**src/rtl/nn_layer_sequencer.sv**
```systemverilog
// Sequenced MLP controller: one shared MAC walks every hidden then output neuron,
// streaming weights from a synchronous memory and applying a saturating ReLU.
module nn_layer_sequencer #(
    parameter int N_IN  = 10,
    parameter int N_HID = 5,
    parameter int N_OUT = 3,
    parameter int DW    = 10,
    parameter int ACCW  = 26,
    parameter int FRAC  = 4
) (
    input  logic                 Clock,
    input  logic                 Rst,
    input  logic                 Start,
    input  logic [DW-1:0]        InVal  [N_IN],
    output logic [6:0]           WAddr,
    input  logic signed [DW-1:0] WData,
    output logic [DW-1:0]        HidVal [N_HID],
    output logic [DW-1:0]        OutVal [N_OUT],
    output logic [1:0]           Class,
    output logic                 Busy,
    output logic                 Done
);

    localparam int KW = $clog2(N_IN);
    localparam int HW = $clog2(N_HID);
    localparam int OW = $clog2(N_OUT);
    localparam int PW = 2 * DW + 1;

    typedef enum logic [3:0] {
        IDLE, LOAD, HID_MAC, HID_DRAIN, HID_WB, OUT_MAC, OUT_DRAIN, OUT_WB, DONE
    } state_e;

    state_e                 state_q;
    logic [DW-1:0]          in_q   [N_IN];
    logic [DW-1:0]          hid_q  [N_HID];
    logic [DW-1:0]          out_q  [N_OUT];
    logic [KW-1:0]          k_q;
    logic [KW-1:0]          tk_q;
    logic [HW-1:0]          n_q;
    logic signed [ACCW-1:0] acc_q;
    logic [6:0]             waddr_q;
    logic [1:0]             class_q;
    logic                   busy_q;
    logic                   done_q;

    logic                   out_layer;
    logic [DW-1:0]          act_sel;
    logic signed [PW-1:0]   w_ext;
    logic signed [PW-1:0]   a_ext;
    logic signed [PW-1:0]   prod;
    logic signed [ACCW-1:0] acc_d;
    logic signed [ACCW-1:0] shifted;
    logic [DW-1:0]          act_d;
    logic [DW-1:0]          out_new [N_OUT];
    logic [DW-1:0]          best;
    logic [1:0]             class_d;

    // tk_q trails k_q by one cycle: it names the term whose weight is on WData now.
    always_comb begin
        out_layer = (state_q == OUT_MAC) || (state_q == OUT_DRAIN);
        act_sel   = out_layer ? hid_q[tk_q[HW-1:0]] : in_q[tk_q];
        w_ext     = {{(DW+1){WData[DW-1]}}, WData};
        a_ext     = {{(DW+1){1'b0}}, act_sel};
        prod      = w_ext * a_ext;
        acc_d     = acc_q + {{(ACCW-PW){prod[PW-1]}}, prod};
        shifted   = acc_q >>> FRAC;
        if (shifted[ACCW-1])
            act_d = '0;
        else if (|shifted[ACCW-2:DW])
            act_d = '1;
        else
            act_d = shifted[DW-1:0];

        // Argmax must see the output being written in the final OUT_WB.
        out_new = out_q;
        if (state_q == OUT_WB)
            out_new[n_q[OW-1:0]] = act_d;
        class_d = '0;
        best    = out_new[0];
        for (int unsigned m = 1; m < N_OUT; m++) begin
            if (out_new[m] > best) begin
                best    = out_new[m];
                class_d = 2'(m);
            end
        end
    end

    always_ff @(posedge Clock or negedge Rst) begin
        if (!Rst) begin
            state_q <= IDLE;
            in_q    <= '{default: '0};
            hid_q   <= '{default: '0};
            out_q   <= '{default: '0};
            k_q     <= '0;
            tk_q    <= '0;
            n_q     <= '0;
            acc_q   <= '0;
            waddr_q <= '0;
            class_q <= '0;
            busy_q  <= 1'b0;
            done_q  <= 1'b0;
        end else begin
            tk_q   <= k_q;
            done_q <= 1'b0;
            unique case (state_q)
                IDLE: begin
                    if (Start) begin
                        state_q <= LOAD;
                        busy_q  <= 1'b1;
                    end
                end
                LOAD: begin
                    in_q    <= InVal;
                    waddr_q <= '0;
                    k_q     <= '0;
                    n_q     <= '0;
                    state_q <= HID_MAC;
                end
                HID_MAC: begin
                    acc_q <= (k_q == '0) ? '0 : acc_d;
                    if (k_q == KW'(N_IN - 1)) begin
                        state_q <= HID_DRAIN;
                    end else begin
                        k_q     <= k_q + KW'(1);
                        waddr_q <= waddr_q + 7'd1;
                    end
                end
                HID_DRAIN: begin
                    acc_q   <= acc_d;
                    state_q <= HID_WB;
                end
                // Weights are laid out contiguously, so the next neuron starts at WAddr+1.
                HID_WB: begin
                    hid_q[n_q] <= act_d;
                    waddr_q    <= waddr_q + 7'd1;
                    k_q        <= '0;
                    if (n_q == HW'(N_HID - 1)) begin
                        n_q     <= '0;
                        state_q <= OUT_MAC;
                    end else begin
                        n_q     <= n_q + HW'(1);
                        state_q <= HID_MAC;
                    end
                end
                OUT_MAC: begin
                    acc_q <= (k_q == '0) ? '0 : acc_d;
                    if (k_q == KW'(N_HID - 1)) begin
                        state_q <= OUT_DRAIN;
                    end else begin
                        k_q     <= k_q + KW'(1);
                        waddr_q <= waddr_q + 7'd1;
                    end
                end
                OUT_DRAIN: begin
                    acc_q   <= acc_d;
                    state_q <= OUT_WB;
                end
                OUT_WB: begin
                    out_q[n_q[OW-1:0]] <= act_d;
                    k_q                <= '0;
                    if (n_q == HW'(N_OUT - 1)) begin
                        class_q <= class_d;
                        done_q  <= 1'b1;
                        busy_q  <= 1'b0;
                        state_q <= DONE;
                    end else begin
                        waddr_q <= waddr_q + 7'd1;
                        n_q     <= n_q + HW'(1);
                        state_q <= OUT_MAC;
                    end
                end
                DONE: begin
                    state_q <= IDLE;
                end
                default: begin
                    state_q <= IDLE;
                end
            endcase
        end
    end

    assign WAddr  = waddr_q;
    assign HidVal = hid_q;
    assign OutVal = out_q;
    assign Class  = class_q;
    assign Busy   = busy_q;
    assign Done   = done_q;

endmodule
```
**config.mk**
```make
export PLATFORM = sky130hd
export DESIGN_NAME = nn_layer_sequencer
export DESIGN_NICKNAME = d
export VERILOG_FILES = /design/src/rtl/nn_layer_sequencer.sv
export SDC_FILE = /design/constraint.sdc
export NUM_CORES = 1
export LEC_CHECK = 0
export CORE_MARGIN = 3
export CORE_UTILIZATION = 30
export CTS_CLUSTER_SIZE = 30
export DETAILED_ROUTE_END_ITERATION = 16
export PLACE_DENSITY = 0.55
export SLEW_MARGIN = 20
export SYNTH_ARGS = -nofsm -noshare
export SYNTH_HDL_FRONTEND = slang
export SYNTH_SLANG_ARGS = --single-unit
```
**constraint.sdc**
```tcl
create_clock -name Clock -period 8.3 [get_ports Clock]
set_input_delay 1.245 -clock Clock [delete_from_list [all_inputs] [get_ports Clock]]
set_output_delay 1.245 -clock Clock [all_outputs]
set_load 0.01 [all_outputs]
```
# == Yosys cells after proc, flatten, opt, wreduce, memory -nomap -nowiden ==
# Cells that the tools add are included.
# word_totals
regBits,232
input_bits,113
# classes
n_addsub,4
mul,1
order_cmp,8
eq_ne,18
muxes,42
bitwise,4
n_reduce_logical,20
# ops
cell,count
$mux 10,10
$pmux 26 s2,1
$bwmux 50,1
$bmux 10 s4,1
$pmux 7 s5,1
$pmux 4 s8,1
$bmux 10 s3,1
$bwmux 30,1
$demux 10 s3,1
$mux 30,1
$add 26x26->26,1
$mux 26,1
$mux 4,6
$mul 10x11->21,1
$mux 7,3
$demux 10 s2,1
$eq 4x3->1 const B,5
$gt 10x10->1,2
$pmux 4 s3,1
$reduce_or 12->1,1
$ne 2x2->1 const B,5
$mux 3,3
$pmux 3 s3,1
$reduce_and 3->1,3
other kinds (30),44

# == Longest topological paths before layout ==
# depth
depth_word,11
mapped_depth,37
depth_no_buf,35

# == Worst setup path after synthesis ==
# No wires, ideal clock.
# synth_timing
path_type,reg2reg
from,reg tk_q[0]
to,reg acc_q[25]
setup_ns,0.133
arrival_ns,8.120
setup_slack_ns,0.047
path_stages_with_launch,37
path_buffers,4
cell_sequence,dfrtp_1 clkbuf_1 buf_2 buf_2 mux2_2 a221oi_1 nor2_1 o21a_1 and2_1 fa_1 inv_1 fa_1 inv_1 fa_1 fa_1 inv_1 fa_1 inv_1 ha_1 a21oi_2 a21oi_2 a2111oi_4 o21ai_0 a21oi_1 o21bai_1 a21oi_1 xnor2_1 ha_1 clkbuf_1 a21o_1 nor2_1 a22oi_1 nand2_1 o311ai_1 xnor2_1 a21oi_1 o22ai_1
# synth_via
elab_chain_cells,9
elab_cells_between_ends,13
classes_between,add/sub (1); mul (1); mux (9); bitwise (2)
# synth_rtl
item,line_no,source
start: declaration,38,logic [KW-1:0] tk_q;
start signal: assignment,103,tk_q <= k_q;
$not 4->5 (not written as such) or $not 3->4 (tied branches),61,act_sel = out_layer ? hid_q[tk_q[HW-1:0]] : in_q[tk_q];
$bmux 10 s4 or $bmux 10 s3 (tied branches),61,
$mux 10 (not written as such) (2 in a row),61,
$mux 10 (*),61,
$mul 10x11->21 (*),64,prod = w_ext * a_ext;
$add 26x26->26 (*),65,"acc_d = acc_q + {{(ACCW-PW){prod[PW-1]}}, prod};"
$mux 26,"120, 146",
$pmux 26 s2 (*),105,unique case (state_q)
end signal: assignment,120,acc_q <= (k_q == '0) ? '0 : acc_d;
end signal: assignment,146,acc_q <= (k_q == '0) ? '0 : acc_d;
end: declaration,40,logic signed [ACCW-1:0] acc_q;
# Mark *: on every way between the ends. The rest lies on a longest branch, timed or not. The select of a mux whose other input is x is not followed.
# A chain may end at the register's enable or synchronous reset.

# == Worst setup path after layout ==
# layout_timing
from,reg tk_q[0]
to,reg acc_q[20]
# The elaborated chain is that of the path after synthesis.

==> flow_summary_export.csv <==
group,metric,value,unit
outcome,outcome,"completed",
clock_network,cts.clk_slew.worst_paths,0.06,ns
worst_setup_path,r2r_start,"tk_q[0]$_DFF_PN0_",
global_routing,grtUsageMet1,23.9,%
sta,finalCriticalPeriod,7.96,ns
sta,final_max_slew_viol_count,0,
cells_and_area,fin_cells,2452,
synth,synth_top_area_share,37.2,%
sta,worst_slew_margin_rel,26.6,%
power_and_ir_drop,p_int,2.58,mW
drt,drc_errors,0,
power_and_ir_drop,clockPowerShare,30.9,%
sta,fin_crit_sh,95.9,%
drt,drt_wl_total,47300,um
synth,yosysTopAreaCell,"dfrtp_1",
global_routing,grt_pass1_wl,73300,um
cells_and_area,fill_cells,4942,
job,maxCapViolCount,0,
global_routing,top_usage_layer,"met2",
global_routing,grt_pass1_vias,12500,
power_and_ir_drop,p_comb_share,33.0,%
worst_setup_path,worstPathMaxFanout,6,
worst_setup_path,startpoint_type,"register",
global_routing,use_met2,28.2,%
floorplan,fp-row-count,82,
global_routing,grt_start_max_net_pins,101,
synth,synthArstFlopShare,100,%
cells_and_area,final_nets,2056,
place,dp_hpwl,36300,um
place,finalWeightedCongestion,0.881,
sta,holdWs,0.440,ns
worst_hold_path,min_path_type,"register to register",
worst_hold_path,worstHoldStart,"k_q[1]$_DFFE_PN0P_",
worst_setup_path,crit_buf_inv,6,
floorplan,ios,204,
cells_and_area,antennaDiodeCount,0,
drt,detail-route-antenna-nets,0,
place,io_buffers,203,
synth,synth_cells,1470,
power_and_ir_drop,switching_share,33.1,%
global_routing,antenna_found_initial,0,
cells_and_area,syn2layout_area_growth,31.0,%
drt,num_vias,12100,
clock_network,h-tree-depth,1,
floorplan,dieArea,54700,um^2
drt,via_per_inst,4.92,
drt,dr.pass1.iters,5,
floorplan,chipWidth,234,um
sta,fin_skew,0.0183,ns
clock_network,tritoncts,"done",
worst_setup_path,critPathRequiredTime,8.74,ns
worst_setup_path,end_kind,"register",
clock_network,numCtsBuffers,27,
sta,hold_violations,0,
synth,ys.flop_type,"dfrtp_1",
worst_setup_path,path_class,"register to register",
power_and_ir_drop,p_seq_share,36.1,%
clock_network,cts.path.max_buffers,3,
power_and_ir_drop,cellPowerDensity,189,nW/um^2
synth,yosysMostFrequentCell,"dfrtp_1",
place,dp.cells,2389,
drt,drtIter0Drc,752,
power_and_ir_drop,p_switching,1.28,mW
synth,synth_area_leaders,"dfrtp_1, ha_1, mux2_2",
sta,final-setup-viol-count,0,
worst_setup_path,crit_top_cell,"fa_1",
worst_setup_path,cp_data_arrival_time,8.40,ns
synth,synth.distinct_cells,62,
global_routing,grt_usage,17.1,%
floorplan,core_area,50800,um^2
worst_setup_path,cpMaxStageDelayCell,"fa_1",
floorplan,die_h,234,um
cells_and_area,drive_gt1_share,21.8,%
cells_and_area,multi_input_area,9460,um^2
synth,syn-num-nets,1767,
floorplan,initial_core_util,30.7,%
cells_and_area,regArea,5810,um^2
synth,syn_area_per_cell,10.6,um^2
synth,synth-edff-count,0,
synth,synthesis.area,15600,um^2
power_and_ir_drop,ir_drop,0.000157,V
global_routing,grt_overflow,0,
worst_setup_path,max_stage_delay,0.59,ns
power_and_ir_drop,leakage,9.51,nW
clock_network,root_buffer,"clkbuf_16",
drt,wl_per_cell,19.3,um
sta,max_freq,126,MHz
synth,synth_seq_cells,232,
worst_setup_path,startpoint,"tk_q[0]$_DFF_PN0_",
global_routing,grt.met3_usage,2.11,%
synth,yosysWarnings,0,
worst_setup_path,crit_family,"adder cells",
sta,worst_pin_slew,1.10,ns
synth,synth_commonest_cells,"dfrtp_1, nand2_1, mux2_2",
synth,seq_area_frac_synth,37.2,%
clock_network,clkLatencyLatePin,0.56,ns
clock_network,cts_sinks,232,
-- cell usage in the layout, fill, tap and decap left out, types with 17 or more instances in the layout --
cell,Yosys,final
o21ai_0,90,84
clkdlybuf4s50_1,0,202
buf_4,0,106
xor2_1,23,23
nand2_1,158,156
dfrtp_1,232,230
o21ai_1,20,25
clkbuf_16,0,28
mux2_1,17,17
a21o_1,22,22
nand3_1,18,18
a21oi_1,56,47
fa_1,64,63
nor2b_1,17,17
mux2_2,124,124
xnor2_1,28,28
inv_1,114,111
ha_1,120,111
mux4_2,30,30
nor2_1,65,63
and2_1,60,58
-- worst register-to-register path: cells and delay by family (launching register included) --
kind / cells / cell delay (ns)
and+or+nand+nor: 5 / 0.51
DFF: 1 / 0.43
adders and majority gates: 7 / 3.22
xor gates and xnor gates: 2 / 0.21
muxes: 1 / 0.57
AOI/OAI and AO/OA: 9 / 2.27
buffers and inverters: 6 / 0.62
-- registers in the layout, indices dropped and copies added (netlist names) --
signal / flops
in_q: 100
HidVal: 50
OutVal: 30
acc_q: 26
WAddr: 7
k_q: 4
state_q: 4
tk_q: 4
n_q: 3
Class: 2
Busy: 1
Done: 1
-- power groups by stage --
stage | clock network (mW) | logic, mW | registers, mW
2_1_floorplan | 0 | 0.574 | 1.39
3_3_place_gp | 0 | 1.21 | 1.41
3_5_place_dp | 0 | 1.22 | 1.42
4_1_cts | 1.22 | 1.24 | 1.40
5_1_grt | 1.27 | 1.38 | 1.41
6_report | 1.19 | 1.27 | 1.39
-- final cells by class --
| type | instances | area share (%) |
|---|---|---|
| timing repair buffer | 320 | 14.7 |
| tap | 672 | 4.12 |
| multi-input combinational | 1064 | 46.3 |
| clock buffer | 37 | 3.79 |
| inverter | 114 | 2.10 |
| clock inverter | 13 | 0.539 |
| sequential | 232 | 28.5 |
-- cells by family after synthesis --
| kind of cell | after synthesis | share of synthesized area, % |
|---|---|---|
| compound gates | 275 | 11.1 |
| flops | 232 | 37.2 |
| mux | 181 | 15.2 |
| xor+xnor | 51 | 2.87 |
| buf+inv | 174 | 4.29 |
| simple gates | 373 | 11.5 |
| fa+ha+maj | 184 | 17.8 |
-- metal layers --
metal / vias up / part of all wire, % / wire (um)
li1: 5696 / - / -
met1: 6017 / 47 / 22000
met2: 287 / 47 / 22100
met3: 61 / 4.3 / 2040
met4: 0 / 2.4 / 1140
met5: - / 0 / 0
-- what timing repair did --
| item | in CTS | in global routing |
|---|---|---|
| setup buffers | 2 | 12 |
| setup endpoints to repair | 7 | 10 |
| resized for setup | 19 | 57 |
| pin swaps | 7 | 43 |
| gates cloned | 0 | 1 |
| hold buffers | 0 | 0 |
-- metrics by stage --
step                cell area, um^2  setup slack [ns]  util [%]  power (mW)  setup TNS, ns
floorplan                     15600            0.0470         -        1.97              0
global placement              19000            -0.177      37.5        2.63         -0.451
detailed placement            19000            -0.242      37.5        2.63         -0.698
CTS                           20000            0.0261      39.5        3.85              0
global route                  20400         -0.000275      40.2        4.06      -0.000275
finish                        20400             0.340      40.2        3.85              0
-- worst paths after layout --
kind	endpoint	slack, ns	cells after the start
setup / recovery	acc_q[20]$_DFFE_PN0P_	0.34	30
hold / removal	tk_q[1]$_DFF_PN0_	0.44	0
setup reg to reg	acc_q[20]$_DFFE_PN0P_	0.34	30
hold reg to reg	tk_q[1]$_DFF_PN0_	0.44	0
max in group asynchronous	in_q[28]$_DFFE_PN0P_	6.13	2
min in group asynchronous	in_q[87]$_DFFE_PN0P_	0.71	1
No activity file was read; power rests on OpenSTA's default activity.
